$ cat src/rtl/sram_wem_port_ctrl_if.sv
// Request/response bus between a load-store master and sram_wem_port_ctrl.
// The master drives requests and response ready; the controller (slave) drives
// request ready and the response channel.
interface sram_wem_port_ctrl_if #(
    parameter int ADDR_WIDTH  = 11,
    parameter int DATA_WIDITH = 32
);
    localparam int MASK_W = DATA_WIDITH / 8;

    logic                   req_valid;
    logic                   req_ready;
    logic                   req_we;
    logic [MASK_W-1:0]      req_wem;
    logic [ADDR_WIDTH-1:0]  req_addr;
    logic [DATA_WIDITH-1:0] req_wdata;

    logic                   rsp_valid;
    logic                   rsp_ready;
    logic [DATA_WIDITH-1:0] rsp_rdata;

    modport master (
        output req_valid, req_we, req_wem, req_addr, req_wdata, rsp_ready,
        input  req_ready, rsp_valid, rsp_rdata
    );

    modport slave (
        input  req_valid, req_we, req_wem, req_addr, req_wdata, rsp_ready,
        output req_ready, rsp_valid, rsp_rdata
    );
endinterface

$ cat src/rtl/sram_wem_port_ctrl.sv
// sram_wem_port_ctrl: valid/ready byte-masked request front-end for one
// SingleRAM_WEM_FPGA instance. Requests become single-cycle RAM strobes in the
// accept cycle; read data is captured after 1 or 2 cycles (ram_pipen) and
// returned through a response FIFO whose free slots are pre-reserved by credits,
// so consumer back-pressure can never drop a response.
// Optional feature macro: SRAM_PORT_PERF_EN (adds saturating 16-bit counters of
// accepted reads, accepted writes and stalled request cycles).
module sram_wem_port_ctrl #(
    parameter int ADDR_WIDTH  = 11,
    parameter int DATA_WIDITH = 32,
    parameter int RSP_DEPTH   = 4
) (
    input  logic                     clk,
    input  logic                     rst_n,
    input  logic                     cfg_pipen_i,
    output logic                     idle_o,
    sram_wem_port_ctrl_if.slave      bus,
    output logic                     ram_en_o,
    output logic                     ram_we_o,
    output logic [DATA_WIDITH/8-1:0] ram_wem_o,
    output logic [ADDR_WIDTH-1:0]    ram_addr_o,
    output logic [DATA_WIDITH-1:0]   ram_din_o,
    input  logic [DATA_WIDITH-1:0]   ram_dout_i,
    output logic                     ram_pipen_o
`ifdef SRAM_PORT_PERF_EN
    ,
    output logic [15:0]              perf_rd_cnt_o,
    output logic [15:0]              perf_wr_cnt_o,
    output logic [15:0]              perf_stall_cnt_o
`endif
);
    localparam int PTR_W = $clog2(RSP_DEPTH);
    localparam int CNT_W = $clog2(RSP_DEPTH + 1);
    localparam logic [CNT_W-1:0] CREDIT_MAX = CNT_W'(RSP_DEPTH);

    // Control state
    logic                   rdy_en_q;
    logic [CNT_W-1:0]       credit_q;
    logic [CNT_W-1:0]       credit_d;
    logic                   rd_vld_p1_q;
    logic                   rd_vld_p2_q;
    logic                   ram_pipen_q;
    logic [PTR_W:0]         wr_ptr_q;
    logic [PTR_W:0]         rd_ptr_q;

    // Response storage (data only, never reset)
    logic [DATA_WIDITH-1:0] fifo_mem [RSP_DEPTH];

    // Combinational handshake terms
    logic tags_empty;
    logic pipen_update;
    logic req_ready;
    logic accept;
    logic acc_rd;
    logic push;
    logic pop;
    logic fifo_empty;
    logic fifo_full;

    // Handshake, latency-tag and FIFO status decode
    always_comb begin
        tags_empty   = !rd_vld_p1_q && !rd_vld_p2_q;
        // The RAM pipeline setting only switches with nothing in flight, so every
        // read completes with the latency it was issued under.
        pipen_update = (cfg_pipen_i != ram_pipen_q) && tags_empty;
        req_ready    = rdy_en_q && (credit_q != '0) && !pipen_update;
        accept       = bus.req_valid && req_ready;
        acc_rd       = accept && !bus.req_we;
        push         = ram_pipen_q ? rd_vld_p2_q : rd_vld_p1_q;
        fifo_empty   = (wr_ptr_q == rd_ptr_q);
        fifo_full    = (wr_ptr_q[PTR_W] != rd_ptr_q[PTR_W]) &&
                       (wr_ptr_q[PTR_W-1:0] == rd_ptr_q[PTR_W-1:0]);
        pop          = !fifo_empty && bus.rsp_ready;
    end

    // Credits: one consumed per accepted read, one returned per FIFO pop
    always_comb begin
        credit_d = credit_q;
        if (pop && !acc_rd) begin
            credit_d = credit_q + 1'b1;
        end else if (!pop && acc_rd) begin
            credit_d = credit_q - 1'b1;
        end
    end

    // Control registers: ready enable, credits, latency tags, pipen, FIFO pointers
    always_ff @(posedge clk or negedge rst_n) begin
        if (!rst_n) begin
            rdy_en_q    <= 1'b0;
            credit_q    <= CREDIT_MAX;
            rd_vld_p1_q <= 1'b0;
            rd_vld_p2_q <= 1'b0;
            ram_pipen_q <= 1'b0;
            wr_ptr_q    <= '0;
            rd_ptr_q    <= '0;
        end else begin
            rdy_en_q    <= 1'b1;
            credit_q    <= credit_d;
            // -- tag stage p0 -> p1: read accepted this cycle
            rd_vld_p1_q <= acc_rd;
            // -- tag stage p1 -> p2: only used with the extra RAM output register
            rd_vld_p2_q <= ram_pipen_q && rd_vld_p1_q;
            if (pipen_update) begin
                ram_pipen_q <= cfg_pipen_i;
            end
            if (push) begin
                wr_ptr_q <= wr_ptr_q + 1'b1;
            end
            if (pop) begin
                rd_ptr_q <= rd_ptr_q + 1'b1;
            end
        end
    end

    // Capture returning RAM data into the response FIFO
    always_ff @(posedge clk) begin
        if (push) begin
            fifo_mem[wr_ptr_q[PTR_W-1:0]] <= ram_dout_i;
        end
    end

    // Credits reserve a FIFO slot for every read before it is accepted
    assert property (@(posedge clk) disable iff (!rst_n) !(push && fifo_full));
    assert property (@(posedge clk) disable iff (!rst_n) credit_q <= CREDIT_MAX);

    assign bus.req_ready = req_ready;
    assign bus.rsp_valid = !fifo_empty;
    // Head entry is held until popped; zero when nothing is queued
    assign bus.rsp_rdata = fifo_empty ? '0 : fifo_mem[rd_ptr_q[PTR_W-1:0]];

    assign ram_en_o    = accept;
    assign ram_we_o    = accept && bus.req_we;
    assign ram_wem_o   = ram_we_o ? bus.req_wem : '0;
    assign ram_addr_o  = bus.req_addr;
    assign ram_din_o   = bus.req_wdata;
    assign ram_pipen_o = ram_pipen_q;

    assign idle_o = tags_empty && fifo_empty;

`ifdef SRAM_PORT_PERF_EN
    logic [15:0] perf_rd_q;
    logic [15:0] perf_wr_q;
    logic [15:0] perf_stall_q;

    function automatic logic [15:0] sat_inc(input logic [15:0] v, input logic en);
        return (en && (v != 16'hFFFF)) ? v + 16'd1 : v;
    endfunction

    // Saturating activity counters
    always_ff @(posedge clk or negedge rst_n) begin
        if (!rst_n) begin
            perf_rd_q    <= '0;
            perf_wr_q    <= '0;
            perf_stall_q <= '0;
        end else begin
            perf_rd_q    <= sat_inc(perf_rd_q, acc_rd);
            perf_wr_q    <= sat_inc(perf_wr_q, accept && bus.req_we);
            perf_stall_q <= sat_inc(perf_stall_q, bus.req_valid && !req_ready);
        end
    end

    assign perf_rd_cnt_o    = perf_rd_q;
    assign perf_wr_cnt_o    = perf_wr_q;
    assign perf_stall_cnt_o = perf_stall_q;
`endif
endmodule

$ cat src/flat_wrapper.sv
// flat-port wrapper written by rule: the top's interface ports become plain ports
module sram_wem_port_ctrl_flat 
#(
    parameter int ADDR_WIDTH  = 11,
    parameter int DATA_WIDITH = 32,
    parameter int RSP_DEPTH   = 4
)
  (clk, rst_n, cfg_pipen_i, idle_o, ram_en_o, ram_we_o, ram_wem_o, ram_addr_o, ram_din_o, ram_dout_i, ram_pipen_o, bus_req_valid, bus_req_we, bus_req_wem, bus_req_addr, bus_req_wdata, bus_rsp_ready, bus_req_ready, bus_rsp_valid, bus_rsp_rdata);
  sram_wem_port_ctrl_if #(.ADDR_WIDTH(ADDR_WIDTH), .DATA_WIDITH(DATA_WIDITH)) bus_i ();
  input  logic clk;
  input  logic rst_n;
  input  logic cfg_pipen_i;
  output logic idle_o;
  output logic ram_en_o;
  output logic ram_we_o;
  output logic [DATA_WIDITH/8-1:0] ram_wem_o;
  output logic [ADDR_WIDTH-1:0] ram_addr_o;
  output logic [DATA_WIDITH-1:0] ram_din_o;
  input  logic [DATA_WIDITH-1:0] ram_dout_i;
  output logic ram_pipen_o;
  input wire logic [$bits(bus_i.req_valid)-1:0] bus_req_valid;
  input wire logic [$bits(bus_i.req_we)-1:0] bus_req_we;
  input wire logic [$bits(bus_i.req_wem)-1:0] bus_req_wem;
  input wire logic [$bits(bus_i.req_addr)-1:0] bus_req_addr;
  input wire logic [$bits(bus_i.req_wdata)-1:0] bus_req_wdata;
  input wire logic [$bits(bus_i.rsp_ready)-1:0] bus_rsp_ready;
  output wire logic [$bits(bus_i.req_ready)-1:0] bus_req_ready;
  output wire logic [$bits(bus_i.rsp_valid)-1:0] bus_rsp_valid;
  output wire logic [$bits(bus_i.rsp_rdata)-1:0] bus_rsp_rdata;
  assign bus_i.req_valid = bus_req_valid;
  assign bus_i.req_we = bus_req_we;
  assign bus_i.req_wem = bus_req_wem;
  assign bus_i.req_addr = bus_req_addr;
  assign bus_i.req_wdata = bus_req_wdata;
  assign bus_i.rsp_ready = bus_rsp_ready;
  assign bus_req_ready = bus_i.req_ready;
  assign bus_rsp_valid = bus_i.rsp_valid;
  assign bus_rsp_rdata = bus_i.rsp_rdata;
  sram_wem_port_ctrl #(.ADDR_WIDTH(ADDR_WIDTH), .DATA_WIDITH(DATA_WIDITH), .RSP_DEPTH(RSP_DEPTH)) u_core (.clk(clk), .rst_n(rst_n), .cfg_pipen_i(cfg_pipen_i), .idle_o(idle_o), .bus(bus_i), .ram_en_o(ram_en_o), .ram_we_o(ram_we_o), .ram_wem_o(ram_wem_o), .ram_addr_o(ram_addr_o), .ram_din_o(ram_din_o), .ram_dout_i(ram_dout_i), .ram_pipen_o(ram_pipen_o));
endmodule
$ cat config.mk
export PLATFORM = sky130hd
export DESIGN_NAME = sram_wem_port_ctrl_flat
export DESIGN_NICKNAME = d
export VERILOG_FILES = /design/src/rtl/sram_wem_port_ctrl_if.sv /design/src/rtl/sram_wem_port_ctrl.sv /design/src/flat_wrapper.sv
export SDC_FILE = /design/constraint.sdc
export NUM_CORES = 1
export LEC_CHECK = 0
export ABC_AREA = 0
export BUFFER_PORTS_ARGS = -buffer_cell sky130_fd_sc_hd__buf_2
export CORE_ASPECT_RATIO = 1.4
export CORE_MARGIN = 2
export CORE_UTILIZATION = 50
export DETAILED_ROUTE_END_ITERATION = 6
export PLACE_DENSITY = 0.77
export SLEW_MARGIN = 20
export SYNTH_ARGS = -nofsm -noshare
export SYNTH_HDL_FRONTEND = slang
export SYNTH_SLANG_ARGS = --single-unit
$ cat constraint.sdc
create_clock -name clk -period 4.25 [get_ports clk]
set_input_delay 1.0625 -clock clk [delete_from_list [all_inputs] [get_ports clk]]
set_output_delay 1.0625 -clock clk [all_outputs]
set_load 0.1 [all_outputs]
=== Yosys cells after proc, flatten, opt, wreduce, memory -nomap -nowiden ===
Memories as Yosys holds them, arrays and structs flattened.
Index checks and enable logic that the tools add are counted.

* Flip-flop bits (word level): 13
* Bits in writable memories: 128
* Bits of input ports: 85
* Output and inout port bits: 85
* Logic and storage cells: 42
* Memories kept: 1

* Add/sub/neg operators: 4
* Equal/unequal tests: 2
* Multiplexer cells: 7
* Reductions and logical operators: 21

{| class="wikitable"
|+ Memory list
! memory !! depth !! bits a word !! rd ports !! clocked after Yosys merged registers in !! wr ports !! line !! RTL
|-
| u_core.fifo_mem || 4 || 32 || 1 || 0 || 1 || sram_wem_port_ctrl.sv:47 || <nowiki>logic [DATA_WIDITH-1:0] fifo_mem [RSP_DEPTH];</nowiki>
|}

{| class="wikitable"
|+ Operator list
! kind !! number
|-
| two-way mux 32 bit || 1
|-
| logical AND 1 bit || 12
|-
| adder 3 x 1 -> 3 bit, second input constant || 3
|-
| logical NOT 1 bit || 7
|-
| two-way mux 3 bit || 2
|-
| two-way mux 4 bit || 1
|-
| equality test 3 bit || 1
|-
| two-way mux 1 bit || 3
|-
| nonzero test 3 bit || 1
|-
| subtractor 3 x 1 -> 3 bit, second input constant || 1
|-
| nonzero test 2 bit || 1
|-
| inequality test 1 bit || 1
|}

=== Longest topological paths before layout ===
* Depth in word-level cells: 10
* Mapped depth: 10
* Depth with buffers taken out: 9

=== Worst setup path after synthesis ===
OpenSTA, ideal clock, no wires.

* Path type: input-to-output
* From: input cfg_pipen_i
* To: output ram_wem_o[0]
* Arrival: 3.955 ns
* Data required time: 3.188 ns
* Path slack: -0.767 ns
* Cell stages on the path: 3
* Path buffers: 0
* Cells stage by stage: xor2_1 a21oi_1 and4_1

* Cells in the longest elaborated chain, start to end: 7

{| class="wikitable"
|+ Ends and longest elaborated chain
! element !! line !! RTL
|-
| start: declaration || flat_wrapper.sv:12 || <nowiki>input logic cfg_pipen_i;</nowiki>
|-
| inequality test 1 bit || sram_wem_port_ctrl.sv:65 || <nowiki>pipen_update = (cfg_pipen_i != ram_pipen_q) && tags_empty;</nowiki>
|-
| logical AND 1 bit || sram_wem_port_ctrl.sv:65 ||
|-
| logical NOT 1 bit || sram_wem_port_ctrl.sv:66 || <nowiki>req_ready = rdy_en_q && (credit_q != '0) && !pipen_update;</nowiki>
|-
| logical AND 1 bit || sram_wem_port_ctrl.sv:66 ||
|-
| named net bus_req_ready || flat_wrapper.sv:27 || <nowiki>output wire logic [$bits(bus_i.req_ready)-1:0] bus_req_ready;</nowiki>
|-
| logical AND 1 bit || sram_wem_port_ctrl.sv:67 || <nowiki>accept = bus.req_valid && req_ready;</nowiki>
|-
| logical AND 1 bit || sram_wem_port_ctrl.sv:132 || <nowiki>assign ram_we_o = accept && bus.req_we;</nowiki>
|-
| two-way mux 4 bit || sram_wem_port_ctrl.sv:133 || <nowiki>assign ram_wem_o = ram_we_o ? bus.req_wem : '0;</nowiki>
|-
| end: declaration || flat_wrapper.sv:16 || <nowiki>output logic [DATA_WIDITH/8-1:0] ram_wem_o;</nowiki>
|}

The timed path passes the listed nets, and every way through them passes these cells.

=== Final worst setup path ===
* From: register u_core.rd_ptr_q[1]
* To: output bus_rsp_rdata[1]

* Cells in the longest elaborated chain, start to end: 2
* Elaborated cells between the ends (all ways): 3
* Those cells by class: 1 x eq/ne; 1 x mux; 1 x memory

{| class="wikitable"
|+ Ends and longest elaborated chain
! element !! line !! RTL
|-
| start: declaration || sram_wem_port_ctrl.sv:44 || <nowiki>logic [PTR_W:0] rd_ptr_q;</nowiki>
|-
| start signal: assignment || sram_wem_port_ctrl.sv:110 || <nowiki>rd_ptr_q <= rd_ptr_q + 1'b1;</nowiki>
|-
| memory read (4 x 32 bit) or equality test 3 bit (tied branches) || -- ||
|-
| two-way mux 32 bit (*) || sram_wem_port_ctrl.sv:129 || <nowiki>assign bus.rsp_rdata = fifo_empty ? '0 : fifo_mem[rd_ptr_q[PTR_W-1:0]];</nowiki>
|-
| end: declaration || flat_wrapper.sv:29 || <nowiki>output wire logic [$bits(bus_i.rsp_rdata)-1:0] bus_rsp_rdata;</nowiki>
|}

Mark *: on every way between the ends. The rest lies on a longest branch, timed or not.

==> impl_metrics.env <==
export IMPL_synth_avg_cell_area_sq_um=18.9
export IMPL_drv_slew=0
export IMPL_ant_nets=0
export IMPL_hold_viol=0
export IMPL_grt_pass1_vias=3112
export IMPL_rsz0062_at_grt="no"
export IMPL_cts_root_buf="clkbuf_16"
export IMPL_vias_per_cell=5.39
export IMPL_hold_path_class="flop to flop"
export IMPL_syn_inst=315
export IMPL_cts_buffer_depth=2
export IMPL_clkTransAtPathRegs_ns=0.05
export IMPL_port_buffers=83
export IMPL_fp_row_count=47
export IMPL_fmax_ghz=0.294
export IMPL_drt_iter0_markers=141
export IMPL_cts_buffers=17
export IMPL_place_inst=496
export IMPL_worst_ep_required_time_ns=3.19
export IMPL_dp_slack_ns=0.944
export IMPL_pin_count=170
export IMPL_layout_common_cells="edfxtp_1, buf_2, nor2b_1"
export IMPL_clk_latency_ns=0.41
export IMPL_cts_resized=0
export IMPL_critPathMaxFanout=23
export IMPL_cts_num_sinks=141
export IMPL_slew_headroom=0.282
export IMPL_die_width_microns=96.3
export IMPL_grt_overflow=0
export IMPL_synth_fp_nets=407
export IMPL_fp_dieH_microns=133
export IMPL_final_common_cell="edfxtp_1"
export IMPL_fin_skew_ns=0.00900
export IMPL_fin_util=0.583
export IMPL_place_hpwl_microns=6770
export IMPL_final_cells=527
export IMPL_critPathArrivalTime_ns=2.34
export IMPL_wl_per_cell_microns=20.4
export IMPL_post_route_period_util=0.800
export IMPL_grt_max_degree=34
export IMPL_num_antenna_cells=0
export IMPL_tns_ns=0
export IMPL_layout_drive_gt1_share=0.429
export IMPL_area_delta_synth_final_pct=14.4
export IMPL_core_area_sq_um=11700
export IMPL_h_tree_depth=4
export IMPL_ys_seq_elements=141
export IMPL_layout_setup_ws_ns=0.849
export IMPL_nets=461
export IMPL_seq_area_sq_um=4170
export IMPL_layout_min_cycle_time_ns=3.40
export IMPL_hold_buffers=0
export IMPL_die_area_sq_um=12800
export IMPL_cts_tree="done"
export IMPL_multi_input_area_sq_um=1410
export IMPL_worstSetupPathType="flop to output pin"
export IMPL_grt_usage=0.182
export IMPL_outcome="finished, final reports clean"
export IMPL_critPathCaptureType="output pin"
export IMPL_tightest_slew_ns=1.07
export IMPL_grt_pass1_wl_microns=16600
export IMPL_final_fill_count=859
export IMPL_max_cap_viol_count=0
export IMPL_crit_path_start_kind="flop"
export IMPL_synth_seq_area_share=0.700
export IMPL_cts_setup_buffers=0
export IMPL_setup_violations=0
export IMPL_yosysUniqueCellTypes=32
export IMPL_gp_congestion=0.737
export IMPL_initial_core_util=0.509
export IMPL_yosys_warnings=0
export IMPL_firstDrtPassIters=4
export IMPL_synth_cell_area_sq_um=5960
export IMPL_antenna_found_initial=0
export IMPL_dr_total_vias=2843
export IMPL_routed_wl_microns=10800
export IMPL_drc=0
-- metal layers --
| metal | vias to the layer above | track usage | wire length (microns) |
|---|---|---|---|
| met5 | - | 0 | 0 |
| met4 | 0 | 0.121 | 497 |
| met3 | 59 | 0.0571 | 723 |
| met2 | 76 | 0.290 | 5570 |
| met1 | 1432 | 0.209 | 3970 |
| li1 | 1276 | - | - |
-- sequential cells by signal, summed over array words and instances, names as in the netlist --
register            cells
u_core.fifo_mem       128
u_core.credit_q         3
u_core.rd_ptr_q         3
u_core.wr_ptr_q         3
u_core.ram_pipen_o      1
u_core.rd_vld_p1_q      1
u_core.rd_vld_p2_q      1
u_core.rdy_en_q         1
-- Yosys cell counts --
library cell / n / area, sq um
buf_4: 45 / 338
o311ai_1: 1 / 8.76
and3b_1: 1 / 8.76
nor2b_1: 37 / 231
mux2i_1: 1 / 10.0
conb_1: 1 / 3.75
nand2_1: 1 / 3.75
buf_6: 4 / 45.0
nand3_1: 1 / 5.00
and3_1: 2 / 12.5
fa_1: 1 / 20.0
a21oi_1: 1 / 5.00
o31ai_1: 2 / 15.0
xor2_1: 6 / 52.6
dfstp_2: 1 / 26.3
ha_1: 6 / 75.1
or3_1: 1 / 6.26
nand3b_1: 1 / 7.51
inv_1: 5 / 18.8
nor3_4: 1 / 16.3
and2_1: 3 / 18.8
a211oi_1: 1 / 7.51
and4_1: 4 / 35.0
xor2_2: 1 / 16.3
o211ai_1: 1 / 7.51
mux2_2: 3 / 33.8
xnor2_1: 4 / 35.0
dfrtp_1: 12 / 300
edfxtp_1: 128 / 3840
nor2_1: 2 / 7.51
mux4_2: 32 / 721
buf_2: 5 / 25.0
-- area by class of cell --
| type | instances | area share |
|---|---|---|
| clock buffer | 18 | 0.0629 |
| clock inverter | 12 | 0.0183 |
| inverter | 5 | 0.00275 |
| multi-input combinational | 115 | 0.207 |
| sequential | 141 | 0.612 |
| tap | 147 | 0.0270 |
| timing repair buffer | 89 | 0.0705 |
-- worst max-delay path, stage by stage (launching register included) --
cell     delay (ns)
dfrtp_2        0.61
buf_4          0.40
mux4_2         0.25
nor2b_1        0.19
buf_2          0.46
-- final timing paths --
path	start	to	slack (ns)	depth (start not counted)
max	u_core.rd_ptr_q[1]$_DFFE_PN0P_	bus_rsp_rdata[1]	0.85	4
min	u_core.wr_ptr_q[2]$_DFFE_PN0P_	u_core.wr_ptr_q[2]$_DFFE_PN0P_	0.49	1
max reg2reg	u_core.rd_ptr_q[1]$_DFFE_PN0P_	u_core.credit_q[1]$_DFFE_PN0P_	1.88	7
min reg2reg	u_core.wr_ptr_q[2]$_DFFE_PN0P_	u_core.wr_ptr_q[2]$_DFFE_PN0P_	0.49	1
max in group asynchronous	rst_n	u_core.credit_q[2]$_DFFE_PN1P_	3.43	1
min in group asynchronous	rst_n	u_core.ram_pipen_o$_DFFE_PN0P_	0.54	1
-- per-stage QoR --
step                instance area, sq um  hold slack (ns)
finish                              6820            0.486
global route                        6820            0.515
CTS                                 6790            0.491
detailed placement                  6230            0.479
global placement                    6230            0.479
floorplan                           5970            0.460
-- cell families after synthesis --
kind of cell | Yosys count | share of synthesized area
muxes | 36 | 0.128
and+or+nand+nor | 54 | 0.0592
adders and majority gates | 7 | 0.0160
AOI/OAI and AO/OA | 6 | 0.00735
xor gates and xnor gates | 11 | 0.0174
other | 1 | 0.000629
DFF | 141 | 0.700
buffers and inverters | 59 | 0.0716
Power is not shown: default switching activity piles up to over one toggle a cycle in this logic, so the estimate is an artifact.
